$ cat src/rtl/serial_byte_loader_pkg.sv
// Shared types and constants for the serial byte loader: FSM state encodings,
// default frame width and the bit counter width derivation.
package serial_byte_loader_pkg;

    typedef enum logic [1:0] {
        ST_IDLE   = 2'd0,
        ST_SHIFT  = 2'd1,
        ST_PARITY = 2'd2
    } state_t;

    localparam int DEFAULT_WIDTH = 8;

    // The counter must be able to hold the value WIDTH itself, not just WIDTH-1.
    function automatic int cnt_width(input int width);
        return $clog2(width) + 1;
    endfunction

endpackage

$ cat src/rtl/serial_shift_reg.sv
// Serial-in shift register that assembles one frame; the direction is set by
// MSB_FIRST, and clr empties it at the start of a frame or on abort.
module serial_shift_reg #(
    parameter int WIDTH     = 8,
    parameter bit MSB_FIRST = 1'b1
) (
    input  logic             clk,
    input  logic             reset,
    input  logic             clr,
    input  logic             shift_en,
    input  logic             sin,
    output logic [WIDTH-1:0] q
);

    logic [WIDTH-1:0] q_next;

    // MSB-first frames enter at the LSB and walk upward; LSB-first frames do the opposite.
    generate
        if (MSB_FIRST) begin : g_msb_first
            assign q_next = {q[WIDTH-2:0], sin};
        end else begin : g_lsb_first
            assign q_next = {sin, q[WIDTH-1:1]};
        end
    endgenerate

    always_ff @(posedge clk or negedge reset) begin
        if (!reset) begin
            q <= '0;
        end else if (clr) begin
            q <= '0;
        end else if (shift_en) begin
            q <= q_next;
        end
    end

endmodule

$ cat src/rtl/serial_byte_loader.sv
// Assembles a serially delivered frame and presents it with a one-cycle load strobe
// for the downstream latch. Define LOADER_PARITY_EN to add an even-parity check bit.
module serial_byte_loader
    import serial_byte_loader_pkg::*;
#(
    parameter int WIDTH     = DEFAULT_WIDTH,
    parameter bit MSB_FIRST = 1'b1
) (
    input  logic                         clk,
    input  logic                         reset,
    input  logic                         start,
    input  logic                         sin_valid,
    input  logic                         sin,
    input  logic                         clear,
    output logic [WIDTH-1:0]             d_out,
    output logic                         load_en,
    output logic                         busy,
    output logic [cnt_width(WIDTH)-1:0]  bit_cnt
`ifdef LOADER_PARITY_EN
    ,
    output logic                         parity_err
`endif
);

    localparam int             CW       = cnt_width(WIDTH);
    localparam logic [CW-1:0]  LAST_BIT = CW'(WIDTH - 1);

    state_t           state;
    logic [WIDTH-1:0] shreg;
    logic             shift_en;
    logic             shreg_clr;

    assign shift_en  = (state == ST_SHIFT) && sin_valid && !clear;
    assign shreg_clr = clear || ((state == ST_IDLE) && start);

    serial_shift_reg #(
        .WIDTH     (WIDTH),
        .MSB_FIRST (MSB_FIRST)
    ) u_shift (
        .clk      (clk),
        .reset    (reset),
        .clr      (shreg_clr),
        .shift_en (shift_en),
        .sin      (sin),
        .q        (shreg)
    );

`ifndef LOADER_PARITY_EN
    // The final bit is still on sin at the completing edge, so d_out takes the
    // shift register's next value rather than its current one.
    logic [WIDTH-1:0] assembled;

    generate
        if (MSB_FIRST) begin : g_asm_msb
            assign assembled = {shreg[WIDTH-2:0], sin};
        end else begin : g_asm_lsb
            assign assembled = {sin, shreg[WIDTH-1:1]};
        end
    endgenerate
`endif

    always_ff @(posedge clk or negedge reset) begin
        if (!reset) begin
            state   <= ST_IDLE;
            d_out   <= '0;
            load_en <= 1'b0;
            busy    <= 1'b0;
            bit_cnt <= '0;
`ifdef LOADER_PARITY_EN
            parity_err <= 1'b0;
`endif
        end else begin
            load_en <= 1'b0;
`ifdef LOADER_PARITY_EN
            parity_err <= 1'b0;
`endif
            if (clear) begin
                state   <= ST_IDLE;
                bit_cnt <= '0;
                busy    <= 1'b0;
            end else begin
                case (state)
                    ST_IDLE: begin
                        if (start) begin
                            state   <= ST_SHIFT;
                            bit_cnt <= '0;
                            busy    <= 1'b1;
                        end
                    end
                    ST_SHIFT: begin
                        if (sin_valid) begin
                            if (bit_cnt == LAST_BIT) begin
`ifdef LOADER_PARITY_EN
                                state   <= ST_PARITY;
                                bit_cnt <= bit_cnt + CW'(1);
`else
                                state   <= ST_IDLE;
                                busy    <= 1'b0;
                                bit_cnt <= '0;
                                d_out   <= assembled;
                                load_en <= 1'b1;
`endif
                            end else begin
                                bit_cnt <= bit_cnt + CW'(1);
                            end
                        end
                    end
`ifdef LOADER_PARITY_EN
                    // Even parity: the data bits together with the parity bit must XOR to zero.
                    ST_PARITY: begin
                        if (sin_valid) begin
                            state   <= ST_IDLE;
                            busy    <= 1'b0;
                            bit_cnt <= '0;
                            if (^{shreg, sin} == 1'b0) begin
                                d_out   <= shreg;
                                load_en <= 1'b1;
                            end else begin
                                parity_err <= 1'b1;
                            end
                        end
                    end
`endif
                    default: begin
                        state   <= ST_IDLE;
                        busy    <= 1'b0;
                        bit_cnt <= '0;
                    end
                endcase
            end
        end
    end

endmodule

$ cat config.mk
export PLATFORM = sky130hd
export DESIGN_NAME = serial_byte_loader
export DESIGN_NICKNAME = d
export VERILOG_FILES = /design/src/rtl/serial_byte_loader_pkg.sv /design/src/rtl/serial_shift_reg.sv /design/src/rtl/serial_byte_loader.sv
export SDC_FILE = /design/constraint.sdc
export NUM_CORES = 1
export LEC_CHECK = 0
export ABC_AREA = 0
export CAP_MARGIN = 20
export CORE_ASPECT_RATIO = 1.25
export CORE_UTILIZATION = 47
export CTS_CLUSTER_SIZE = 20
export DETAILED_ROUTE_END_ITERATION = 16
export PLACE_DENSITY = 0.75
export SLEW_MARGIN = 20
export SYNTH_ARGS = -nofsm -noshare
export SYNTH_HDL_FRONTEND = slang
export SYNTH_SLANG_ARGS = --single-unit
$ cat constraint.sdc
create_clock -name clk -period 1.9 [get_ports clk]
set_input_delay 0.38 -clock clk [delete_from_list [all_inputs] [get_ports clk]]
set_output_delay 0.38 -clock clk [all_outputs]
set_load 0.05 [all_outputs]
After elaboration in Yosys (flattened, before gate mapping)
Cells that the tools add are included. Widths: inputs -> output; s select.

Flip-flop bits (word level): 23. Input port bits: 6. Word-level logic and storage cells: 44. Output and inout bits: 14.

Mux-type cells: 21. Bitwise operators: 1. $add $sub $neg: 1. Equality and inequality tests: 5. Reductions and logical operators: 10.

Operators with widths (number): $mux 4 (4); $mux 7 (2); $mux 1 (8); $mux 2 (4); $pmux 4 s2 (1); $ne 3x3->1 const B (2); $add 4x1->4 const B (1); $eq 4x3->1 const B (1); $pmux 2 s2 (1); $reduce_and 4->1 (1); $logic_and 1x1->1 (3); $ne 3x2->1 const B (1); $reduce_and 3->1 (1); $eq 2x1->1 const B (1); $logic_not 2->1 (1); $pmux 1 s2 (1); $reduce_and 2->1 (1); $reduce_bool 2->1 (1); $logic_not 1->1 (1); $logic_or 1x1->1 (1); $not 1->1 (1).

Logic depth before layout (Yosys ltp)
Depth after elaboration: 5. Mapped depth: 4. Depth with buffers taken out: 4.

Cells and area by module
A second synthesis with hierarchy kept.

Cell total of the unflattened synthesis: 79. Area total of the unflattened synthesis: 964.7 sq um.

Modules (own cells, without submodules): serial_byte_loader (sequential area each 350.3 sq um, cells an instance 53, area each 639.4 sq um, times used 1); serial_shift_reg (sequential area each 200.2 sq um, cells an instance 26, area each 325.3 sq um, times used 1).

Worst setup path after synthesis
Ideal clock, no wire load.

Kind: register to register. From: register bit_cnt[1]. To: register d_out[0]. Stages on the path, launching flop included: 5. Data required time: 1.775 ns. Path slack: -0.020 ns. Buffers on the path: 0. Setup time: 0.125 ns. Arrival: 1.795 ns. Cell sequence: dfrtp_1 -> ha_1 -> nand3b_4 -> nor3_4 -> mux2_2.

Cells in the longest elaborated chain, start to end: 2.

Ends and longest elaborated chain: start: declaration (line serial_byte_loader.sv:18) `output logic [cnt_width(WIDTH)-1:0] bit_cnt`; start signal: assignment (line serial_byte_loader.sv:104) `bit_cnt <= bit_cnt + CW'(1);`; $eq 4x3->1 (line serial_byte_loader.sv:92) `if (bit_cnt == LAST_BIT) begin`; $reduce_and 4->1 (no source line); end signal: assignment (line serial_byte_loader.sv:100) `d_out <= assembled;`; end: declaration (line serial_byte_loader.sv:15) `output logic [WIDTH-1:0] d_out,`.

No other way between the ends. A chain may end at the register's enable or synchronous reset.

Worst setup path in the final report
From: register d_out[0]. To: output port d_out[0].

No word-level cell between the ends.

==> metrics.txt <==
crit-path max FO=2; maximum cell stage delay along the critical path=just over 800 ps; setup fix buffers added after clock tree synthesis=0; worst flop-to-flop path endpoint=d_out[0]$_DFFE_PN0P_; count of final hold-check violations=0; Critical Path Sink=d_out[0]; DPL Wire Length=1180 µm; share of the clock period used by the worst path after layout=98.0%; worst clock skew on the final layout=5.22 ps; total global routing track utilization=a little under a fifth; category of the most critical setup path=flip-flop to output pin; die area=roughly 0.002 mm²; floorplan die width=slightly above 40 µm; initial antenna violation count=0; vias in the first global route=between 600 and 700; total power consumption of the routed design=~0.73 mW; part of the Yosys area used for sequential elements=about three fifths; result of the run=finished, final reports clean; fraction of final layout cells sized beyond drive strength 1=between 30% and 40%; Critical Path AT=~1500 ps; number of buffers created by CTS=3; Max Fclk=roughly 540 MHz; number of buffers between clock root and the deepest sink=2; synthesis-to-finish area growth=29.8%; gate count after technology mapping=71; HP Class=input port to asynchronous set/reset pin; total stage count of the critical path=1; Setup TNS=0 ps; worst path bufs/invs=1; Post-Synthesis Mean Instance Area=12.5 µm²; number of setup violations in the final report=0; count of inserted antenna diode cells=0; IO Port Bufs=19; maximum ir drop on the vdd rail=about 0.00053 V; first-pass iteration count of the detailed router=4; depth of the CTS H-tree=1; DRC violation count after routing=0; violation count after the first detailed-route iteration=14; # IOs=20; die span in y=between 50 and 60 µm; clock-pin slew on the worst setup and hold paths=between 100 and 150 ps; Worst Max-Slew Pin Slew=between 400 and 500 ps; count of filler cells inserted in the layout=between 100 and 150; vias post-DR=645; area of the core=roughly 0.0018 mm²; Static Leakage=between 0.6 and 0.7 nW; Clock Latency Late Sink=approximately 300 ps; Reg-to-Reg Start=bit_cnt[0]$_DFFE_PN0P_; startpoint class of the critical path=flip-flop; max-capacitance violation count=0; average wire length per cell after detail routing=13.8 µm; critical path, cell by cell=clkdlybuf4s50_1; starting density of the core=about half; cell area after synthesis=885 µm²; worst max-slew margin expressed relative to the limit=66.6%; Worst setup EP type=output pin; Warnings, synthesis=0; syn nets=~80; clock root cell=sky130_fd_sc_hd__clkbuf_4; internal reg-to-reg setup slack=roughly 300 ps; final max-slew violation count=0; cell row count=17; post-DR vias/cell=approximately 5.6; # clock sinks=21; RSZ-0062 raised after global routing=false; ratio of total power to cell area=633 mW/mm²; pin count of the biggest net entering global routing=22; worst setup path startpoint=d_out[0]$_DFFE_PN0P_; number of nets with antenna violations after detailed routing=0; synth unique cells=23; Worst Path Required=1520 ps; CTS tree=yes; final layout net count=roughly 110; cells on worst reg2reg path=5; highest-delay cell along the critical path=sky130_fd_sc_hd__clkdlybuf4s50_1; minimum period implied by the final worst setup slack=approximately 1900 ps; worst hold-check slack=406 ps; sum of overflow across all layers after global routing=0; Routed Wire Length=1600 µm; RePlAce Congestion=approximately 0.7; wire length of the first global-routing pass=roughly 2600 µm; Largest delay share family, worst path=buffers and inverters; number of synthesized register bits=21
[timing repair]
item,CTS,global route
hold endpoints to repair,0,0
gates resized for setup,0,3
hold buffers,0,0
endpoints found under the setup margin,0,3
[metal layers]
metal	global-route usage (%)	part of all wire [%]	wire [µm]	vias to the layer above
met2	30.2	51	808	14
met4	8.33	1.6	26	0
met5	0	0	0	-
met1	23.2	44	707	318
met3	3.98	3.6	58	4
li1	-	-	-	309
[placed cells by master, fill, tap and decap left out, drive strengths merged]
cell type / synthesis / final
ha: 1 / 1
and2: 1 / 1
mux2i: 1 / 1
inv: 1 / 1
dfrtp: 21 / 21
a22oi: 8 / 8
mux2: 8 / 8
clkbuf: 1 / 3
a31oi: 2 / 2
nor3: 2 / 2
nand2: 2 / 2
clkdlybuf4s50: 0 / 9
and3b: 2 / 2
o21ai: 2 / 2
nand2b: 1 / 1
nand3: 3 / 3
dlymetal6s2s: 0 / 3
a21boi: 1 / 1
nor2: 10 / 10
and3: 1 / 1
buf: 1 / 12
nand3b: 1 / 1
a21oi: 1 / 1
clkinv: 0 / 1
[state kept, by name, summed over array words and instances (netlist names)]
register / flops
d_out: 8
bit_cnt: 4
busy: 1
load_en: 1
u_shift.q: 7
[how the worst min path moves through the flow]
stage,to,from,slack (ps)
final,d_out[0]$_DFFE_PN0P_,reset,410
after global routing,u_shift.q[5]$_DFFE_PN0P_,reset,430
after global placement,d_out[7]$_DFFE_PN0P_,d_out[7]$_DFFE_PN0P_,490
after detailed placement,d_out[5]$_DFFE_PN0P_,d_out[5]$_DFFE_PN0P_,500
after CTS,d_out[0]$_DFFE_PN0P_,reset,410
after floorplan,bit_cnt[0]$_DFFE_PN0P_,reset,80
[cell type report]
type,count,area (µm²),share of cell area (%)
multi-input combinational,47,348,30.3
inverter,1,3.75,0.327
clock inverter,1,5.00,0.436
timing repair buffer,24,218,19.0
tap,19,23.8,2.07
sequential,21,528,46.0
clock buffer,3,22.5,1.96
[cells by family (layout without fill, tap and decap cells)]
| kind of cell | after synthesis | after routing | share of synthesized area, % |
|---|---|---|---|
| AOI/OAI and AO/OA | 14 | 14 | 10.7 |
| muxes | 9 | 9 | 11.3 |
| buffers and inverters | 3 | 29 | 1.27 |
| and+or+nand+nor | 23 | 23 | 15.8 |
| DFF | 21 | 21 | 59.4 |
| adders and majority gates | 1 | 1 | 1.41 |
[cell usage after synthesis, drive strengths merged]
master / count / area, µm²
a22oi: 8 / 60.1
a31oi: 2 / 12.5
o21ai: 2 / 10.0
nand2: 2 / 7.51
mux2i: 1 / 10.0
and2: 1 / 6.26
nand3: 3 / 15.0
and3b: 2 / 18.8
buf: 1 / 3.75
a21oi: 1 / 5.00
clkbuf: 1 / 3.75
mux2: 8 / 90.1
ha: 1 / 12.5
dfrtp: 21 / 526
nor2: 10 / 37.5
nand3b: 1 / 20.0
nor3: 2 / 21.3
nand2b: 1 / 6.26
a21boi: 1 / 7.51
and3: 1 / 7.51
inv: 1 / 3.75
[report_power, final]
group | total [mW] | switching, mW | internal, mW | leakage (nW)
registers | 0.456 | 0.00494 | 0.451 | 0.288
clock network | 0.205 | 0.127 | 0.0784 | 0.0177
logic | 0.0664 | 0.0408 | 0.0256 | 0.328
total | 0.727 | 0.172 | 0.555 | 0.634
[metrics by stage]
stage	utilization, %	cell area (µm²)	worst slack [ps]	instances
after CTS	64.6	1140	9.97	116
after global placement	63.1	1110	163	112
after detailed placement	63.1	1110	136	112
final	65.1	1150	38.1	116
after floorplan	-	887	145	71
after global routing	65.1	1150	8.11	116
(Power assumes the default switching activity.)
